[config.mk]
export PLATFORM = sky130hd
export DESIGN_NAME = shield_controller
export DESIGN_NICKNAME = d
export VERILOG_FILES = /design/src/rtl/shield_controller.sv
export SDC_FILE = /design/constraint.sdc
export NUM_CORES = 1
export LEC_CHECK = 0
export ABC_AREA = 1
export CAP_MARGIN = 0
export CORE_UTILIZATION = 45
export DETAILED_ROUTE_END_ITERATION = 16
export DONT_BUFFER_PORTS = 1
export HOLD_SLACK_MARGIN = 0.15
export SLEW_MARGIN = 30
export SYNTH_ARGS = -nofsm -noshare
export SYNTH_HDL_FRONTEND = slang
export SYNTH_SLANG_ARGS = --single-unit
[constraint.sdc]
create_clock -name slowed_shield_clk -period 2.3 [get_ports slowed_shield_clk]
set_input_delay 0.46 -clock slowed_shield_clk [delete_from_list [all_inputs] [get_ports slowed_shield_clk]]
set_output_delay 0.46 -clock slowed_shield_clk [all_outputs]
set_load 0.03 [all_outputs]
[src/rtl/shield_controller.sv]
// shield_controller: per-player shield meter sequencer and hit arbiter.
// The meter drains while shielding, waits after release, then regenerates
// to full. An empty meter locks the shield out for a fixed number of ticks.
// Hits use a four-phase req/ack handshake. A hit is absorbed only when it is
// accepted while the controller is in HOLD.
module shield_controller #(
  parameter int unsigned MAX_SHIELD    = 15,
  parameter int unsigned DRAIN         = 1,
  parameter int unsigned HIT_COST      = 4,
  parameter int unsigned REGEN_DELAY   = 2,
  parameter int unsigned BREAK_LOCKOUT = 6
) (
  input  logic       slowed_shield_clk,
  input  logic       reset,
  input  logic       shield_btn,
  input  logic       hit_req,
  output logic [3:0] shield,
  output logic       shield_active,
  output logic       broken,
  output logic       hit_ack,
  output logic       hit_absorbed
);

  localparam logic [3:0] MAX_S     = 4'(MAX_SHIELD);
  localparam logic [4:0] DRAIN_5   = 5'(DRAIN);
  localparam logic [4:0] HIT_5     = 5'(HIT_COST);
  localparam logic [3:0] DELAY_CNT = 4'(REGEN_DELAY);
  localparam logic [3:0] LOCK_CNT  = 4'(BREAK_LOCKOUT);

  typedef enum logic [2:0] {
    S_IDLE   = 3'd0,
    S_HOLD   = 3'd1,
    S_DELAY  = 3'd2,
    S_REGEN  = 3'd3,
    S_BROKEN = 3'd4
  } state_t;

  state_t     state_q, state_d;
  logic [3:0] shield_q, shield_d;
  logic [3:0] cnt_q, cnt_d;
  logic       shield_active_q, shield_active_d;
  logic       broken_q, broken_d;
  logic       hit_ack_q, hit_ack_d;
  logic       hit_absorbed_q, hit_absorbed_d;
  logic       hit_accept;
  logic [4:0] sub;
  logic [4:0] diff;

  // Next-state, meter arithmetic and handshake decode.
  always_comb begin
    state_d         = state_q;
    shield_d        = shield_q;
    cnt_d           = cnt_q;
    sub             = 5'd0;
    diff            = 5'd0;
    hit_accept      = hit_req && !hit_ack_q;

    case (state_q)
      S_IDLE: begin
        if (shield_btn) begin
          state_d = S_HOLD;
        end else begin
          state_d = S_IDLE;
        end
      end
      S_HOLD: begin
        // 5-bit math so a cost larger than the meter floors at 0 instead of wrapping.
        sub = (shield_btn ? DRAIN_5 : 5'd0) + (hit_accept ? HIT_5 : 5'd0);
        if ({1'b0, shield_q} > sub) begin
          diff = {1'b0, shield_q} - sub;
        end else begin
          diff = 5'd0;
        end
        shield_d = diff[3:0];
        if (diff == 5'd0) begin
          state_d = S_BROKEN;
          cnt_d   = LOCK_CNT;
        end else if (!shield_btn) begin
          state_d = S_DELAY;
          cnt_d   = DELAY_CNT;
        end else begin
          state_d = S_HOLD;
        end
      end
      S_DELAY: begin
        if (shield_btn && (shield_q != 4'd0)) begin
          state_d = S_HOLD;
        end else if (cnt_q == 4'd1) begin
          state_d = S_REGEN;
        end else begin
          cnt_d = cnt_q - 4'd1;
        end
      end
      S_REGEN: begin
        if (shield_btn && (shield_q != 4'd0)) begin
          state_d = S_HOLD;
        end else if (({1'b0, shield_q} + 5'd1) >= {1'b0, MAX_S}) begin
          shield_d = MAX_S;
          state_d  = S_IDLE;
        end else begin
          shield_d = shield_q + 4'd1;
        end
      end
      S_BROKEN: begin
        shield_d = 4'd0;
        if (cnt_q == 4'd1) begin
          state_d = S_REGEN;
        end else begin
          cnt_d = cnt_q - 4'd1;
        end
      end
      default: begin
        state_d  = S_IDLE;
        shield_d = MAX_S;
        cnt_d    = 4'd0;
      end
    endcase

    // Once acked, only a drop of hit_req matters; when idle, a request is accepted.
    if (hit_ack_q) begin
      hit_ack_d = hit_req;
    end else begin
      hit_ack_d = hit_accept;
    end

    if (hit_accept) begin
      hit_absorbed_d = (state_q == S_HOLD);
    end else begin
      hit_absorbed_d = hit_absorbed_q;
    end

    shield_active_d = (state_d == S_HOLD);
    broken_d        = (state_d == S_BROKEN);
  end

  // State and output registers with synchronous active-low reset.
  always_ff @(posedge slowed_shield_clk) begin
    if (!reset) begin
      state_q         <= S_IDLE;
      shield_q        <= MAX_S;
      cnt_q           <= 4'd0;
      shield_active_q <= 1'b0;
      broken_q        <= 1'b0;
      hit_ack_q       <= 1'b0;
      hit_absorbed_q  <= 1'b0;
    end else begin
      state_q         <= state_d;
      shield_q        <= shield_d;
      cnt_q           <= cnt_d;
      shield_active_q <= shield_active_d;
      broken_q        <= broken_d;
      hit_ack_q       <= hit_ack_d;
      hit_absorbed_q  <= hit_absorbed_d;
    end
  end

  assign shield        = shield_q;
  assign shield_active = shield_active_q;
  assign broken        = broken_q;
  assign hit_ack       = hit_ack_q;
  assign hit_absorbed  = hit_absorbed_q;

endmodule

==> Word-level counts from Yosys, hierarchy flattened <==
Cells that the tools add are included.
{ "word_totals": {"ff_bits": 15, "inputBits": 4, "out_inout_bits": 8, "elab_cells": 57} }
{ "classes": {"n_addsub": 5, "order_cmp": 2, "n_eq_ne": 10, "muxes": 21, "bitwise": 2, "reduce_logical": 10} }
{ "ops": {"columns": ["operator", "n"], "rows": [
  ["one-hot mux 4 bit (4 select lines)", 2],
  ["2-to-1 mux 4 bit", 6],
  ["2-to-1 mux 3 bit", 6],
  ["one-hot mux 3 bit (5 select lines)", 1],
  ["2-to-1 mux 5 bit", 2],
  ["equality test 3 x 1 -> 1 bit (second input constant)", 2],
  ["equality test 3 x 2 -> 1 bit (second input constant)", 2],
  ["equality test 3 bit (second input constant)", 2],
  ["adder 4 x 1 -> 5 bit (second input constant)", 1],
  [">= comparator 5 x 4 -> 1 bit (second input constant)", 1],
  ["logical NOT 5 bit", 1],
  ["subtractor 4 x 4 -> 5 bit", 1],
  ["adder 1 x 3 -> 4 bit", 1],
  ["adder 4 x 1 -> 4 bit (second input constant)", 1],
  ["equality test 4 x 1 -> 1 bit (second input constant)", 1],
  ["greater-than comparator 4 bit", 1],
  ["inequality test 2 bit (second input constant)", 2],
  ["nonzero test 4 bit", 1],
  ["OR reduction 2 bit", 2],
  ["subtractor 4 x 1 -> 4 bit (second input constant)", 1],
  ["logical NOT 3 bit", 1],
  ["2-to-1 mux 1 bit", 3],
  ["inequality test 3 bit (second input constant)", 1],
  ["AND reduction 3 bit", 1],
  ["5 further kinds", 7]
]} }

==> Longest topological paths before layout <==
{ "logic_depth": {"depth_word": 11, "depth_mapped": 15, "depth_no_buf": 15} }

==> Worst setup path before layout <==
Ideal clock, no wire load.
{ "synth_timing": {"path_type": "reg-to-reg", "startpoint": "register shield_q[0], in the netlist shield[0]", "endpoint": "register cnt_q[2]", "setup_ps": 113, "arrival_ps": 1868, "required_time_ps": 2187, "setup_slack_ps": 319, "stages_incl_launch_ff": 11, "path_buffers": 0, "cell_sequence": "dfxtp_1 -> inv_1 -> ha_1 -> ha_1 -> inv_1 -> o211ai_1 -> nand3_1 -> nand2_2 -> nand2_2 -> nor2_1 -> nor2_1"} }
{ "synth_via": {"elab_chain_cells": 6, "elab_cells_between_ends": 12} }
{ "synth_rtl": {"columns": ["item", "line", "rtl"], "rows": [
  ["start: declaration", "39", "logic [3:0] shield_q, shield_d;"],
  ["start signal: assignment", "148", "shield_q <= shield_d;"],
  ["subtractor 4 x 4 -> 5 bit or greater-than comparator 4 bit (tied branches)", "70, 69", null],
  ["2-to-1 mux 5 bit", "69", "if ({1'b0, shield_q} > sub) begin"],
  ["2-to-1 mux 5 bit", "58", "case (state_q)"],
  ["logical NOT 5 bit", "75", "if (diff == 5'd0) begin"],
  ["2-to-1 mux 4 bit or inequality test 3 bit (tied branches)", null, null],
  ["one-hot mux 4 bit (4 select lines) or AND reduction 3 bit (tied branches)", null, null],
  ["end signal: assignment", "149", "cnt_q <= cnt_d;"],
  ["end: declaration", "40", "logic [3:0] cnt_q, cnt_d;"]
]} }
Several ways; a longest one is shown, not always the timed one. The select of a mux whose other input is x is not followed.
A chain may end at the register's enable or synchronous reset.

==> Worst setup path in the final report <==
{ "layout_timing": {"startpoint": "register hit_ack_q, in the netlist hit_ack", "endpoint": "register cnt_q[2]"} }
{ "layout_via": {"elab_chain_cells": 10, "elab_cells_between_ends": 13} }
{ "layout_rtl": {"columns": ["item", "line", "rtl"], "rows": [
  ["start: declaration", "43", "logic hit_ack_q, hit_ack_d;"],
  ["start signal: assignment", "152", "hit_ack_q <= hit_ack_d;"],
  ["logical NOT 1 bit *", "56", "hit_accept = hit_req && !hit_ack_q;"],
  ["logical AND 1 bit *", "56", null],
  ["2-to-1 mux 3 bit *", "68", "sub = (shield_btn ? DRAIN_5 : 5'd0) + (hit_accept ? HIT_5 : 5'd0);"],
  ["adder 1 x 3 -> 4 bit *", "68", null],
  ["subtractor 4 x 4 -> 5 bit or greater-than comparator 4 bit (tied branches)", "70, 69", null],
  ["2-to-1 mux 5 bit *", "69", null],
  ["2-to-1 mux 5 bit *", "58", null],
  ["logical NOT 5 bit *", "75", null],
  ["2-to-1 mux 4 bit or inequality test 3 bit (tied branches)", null, null],
  ["one-hot mux 4 bit (4 select lines) or AND reduction 3 bit (tied branches)", null, null]
]} }
Every way passes the cells marked *; elsewhere a longest branch is shown, timed or not. The select of a mux whose other input is x is not followed.

==> results.sh <==
export IMPL_outcome="finished clean"
export IMPL_first_global_vias=934
export IMPL_drc_errors=0
export IMPL_arrival_ns=2.16
export IMPL_drv_slew=0
export IMPL_irDropWorstVdd_uv=356.5
export IMPL_synth_edff_count=0
export IMPL_fin_util_pct=52.11
export IMPL_worst_hold_startpoint="reset"
export IMPL_htreeDepth=1
export IMPL_grt_use_total_pct=20.61
export IMPL_r2r_cells=13
export IMPL_ys_warn_count=0
export IMPL_synthArstFlopShare_pct=0
export IMPL_powerDensity_nw_per_um2=561.2
export IMPL_clock_skew_final_ns=0.002927
export IMPL_finalNetCount=184
export IMPL_cts_tree="done"
export IMPL_synth_area_sq_um=1087
export IMPL_synth_common_cells="nand2_1 (29), nand3_1 (23), inv_1 (19), dfxtp_1 (15), nor2_1 (11)"
export IMPL_grt_max_degree=13
export IMPL_clk_pin_slew_ns=0.10
export IMPL_ant_nets=0
export IMPL_post_cts_resized=0
export IMPL_path_max_fanout=6
export IMPL_grt_pass1_wl_um=3988
export IMPL_area_growth_pct=8.056
export IMPL_place_ws_ns=0.1958
export IMPL_hold_depth=1
export IMPL_vias_per_cell=5.241
export IMPL_io_pin_count=12
export IMPL_postCtsSetupBuffers=0
export IMPL_gp_congestion=0.9353
export IMPL_max_slew_margin_rel_pct=79.05
export IMPL_num_antenna_cells=0
export IMPL_rsz0062_at_grt="no"
export IMPL_worst_setup_path_type="reg -> reg"
export IMPL_leakagePower_nw=0.5799
export IMPL_fmax_ghz=0.5069
export IMPL_synth_seq_cells=15
export IMPL_power_uw=659.4
export IMPL_period_needed_ns=1.973
export IMPL_final_setup_tns_ns=0
export IMPL_final_cells=199
export IMPL_numPortBuffers=0
export IMPL_r2r_slack_ns=0.33
export IMPL_fin_hold_ws_ns=0.2368
export IMPL_initial_core_util_pct=48.22
export IMPL_die_y_um=51.16
export IMPL_syn_inst=163
export IMPL_r2r_start="hit_ack$_SDFF_PN0_"
export IMPL_drt_wirelength_per_cell_um=12.13
export IMPL_layout_drive_gt1_share_pct=16.96
export IMPL_placed_area_sq_um=1149
export IMPL_vias=1043
export IMPL_r2r_end="cnt_q[2]$_SDFFE_PN0P_"
export IMPL_cts_num_sinks=15
export IMPL_hold_buffers=0
export IMPL_hp_class="in -> reg"
export IMPL_max_cap_violations=0
export IMPL_min_to="shield[1]$_SDFFE_PN1P_"
export IMPL_required_ns=2.49
export IMPL_synth_area_per_cell_sq_um=6.671
export IMPL_fill_cells=240
export IMPL_worst_setup_path_end_kind="register"
export IMPL_routed_wl_um=2414
export IMPL_startpoint_type="register"
export IMPL_numCtsBuffers=3
export IMPL_cts_buffer_depth=2
export IMPL_drtPass1Iterations=4
export IMPL_synthFlopType="dfxtp_1"
export IMPL_synthTopCellsByArea="dfxtp_1 (28%), nand3_1 (11%), nand2_1 (10%), ha_1 (9.2%), inv_1 (6.6%)"
export IMPL_die_w_um=51.16
export IMPL_synth_cell_types=24
export IMPL_rows=17
export IMPL_grt_overflow=0
export IMPL_worstSkewPairLatency_ns=0.29
export IMPL_stdcell_area_sq_um=1175
export IMPL_fin_ws_ns=0.3273
export IMPL_seq_area_frac_synth_pct=27.62
export IMPL_syn_num_nets=175
export IMPL_hold_viol_final=0
export IMPL_tightest_slew_ns=0.3138
export IMPL_finalCritPeriodShare_pct=85.77
export IMPL_hpwl_um=1865
export IMPL_first_iter_violations=36
export IMPL_coreArea_sq_um=2255
export IMPL_dieArea_sq_um=2617
export IMPL_setup_viol_count_final=0
export IMPL_antenna_found_initial=0
export IMPL_yosysTopAreaCellShare_pct=27.62
export IMPL_root_buffer="clkbuf_4"
export IMPL_yosys_cell_count_top_type="nand2_1"
export IMPL_dpl_cell_count=195
export IMPL_synth_area_leader_cell="dfxtp_1"
## state kept, by name, summed over array words and instances (netlist names)
signal and cells:
broken 1, cnt_q 4, hit_absorbed 1, hit_ack 1
shield 4, shield_active 1, state_q 3
## report_power, final
part	internal (mW)	switching [mW]	leakage (nW)
Clock	0.0673	0.0933	0.0150
Sequential	0.278	0.0205	0.123
Combinational	0.0709	0.130	0.442
Total	0.416	0.244	0.580
## worst max-delay path, cell delays in order, from the launching register on
cell      delay, ns
dfxtp_1        0.33
nor2_1         0.16
inv_1          0.06
ha_1           0.34
nand2_1        0.09
nand2_1        0.04
nor2_1         0.09
nand2_1        0.09
o211ai_1       0.12
nand3_1        0.15
nand2_2        0.15
nand2_2        0.10
nor2_1         0.11
nor2_1         0.05
## kinds of logic (layout without fill, tap and decap cells)
kind of cell,count (synthesis),in the layout,share of synthesized area (%)
AOI/OAI and AO/OA,26,26,12.89
xor gates and xnor gates,4,4,3.223
adders and majority gates,8,8,9.206
buffers and inverters,30,38,11.05
DFF,15,15,27.62
and+or+nand+nor,80,80,36.02
## final cells by class
class	count	area [sq um]	area share [%]
clock buffer	4	26.28	2.236
timing repair buffer	5	37.54	3.195
tap	28	35.03	2.982
multi-input combinational	118	666.9	56.76
sequential	15	300.3	25.56
inverter	29	108.9	9.265
## worst max-delay path by stage
stage	start	to	slack [ns]	cells after the start
after floorplan	shield[0]$_SDFFE_PN1P_	cnt_q[2]$_SDFFE_PN0P_	0.32	10
after global routing	hit_ack$_SDFF_PN0_	cnt_q[1]$_SDFFE_PN0P_	0.1	13
after detailed placement	hit_req	cnt_q[2]$_SDFFE_PN0P_	0.20	14
after global placement	hit_req	cnt_q[2]$_SDFFE_PN0P_	0.24	14
after CTS	hit_ack$_SDFF_PN0_	cnt_q[2]$_SDFFE_PN0P_	0.32	13
final	hit_ack$_SDFF_PN0_	cnt_q[2]$_SDFFE_PN0P_	0.33	13
## cells in the final DEF, fill, tap and decap left out, drive strengths merged
cell type   n
xnor2       2
nand4       2
buf         5
inv        28
nand3b      1
and2        2
nor2       16
nand2      34
nor3        1
dfxtp      15
clkinv      1
nand3      24
xor2        2
a21o        1
a21oi       8
o21ai      14
o211ai      3
clkbuf      4
ha          8
## routing by layer
layer	vias up	wire length [um]	global-route usage (%)
met3	4	154	4.167
met1	472	1152	27.40
met5	-	0	0
met2	23	1087	32.46
met4	0	20	7.870
li1	544	-	-
Power figures use the tool's default switching activity.
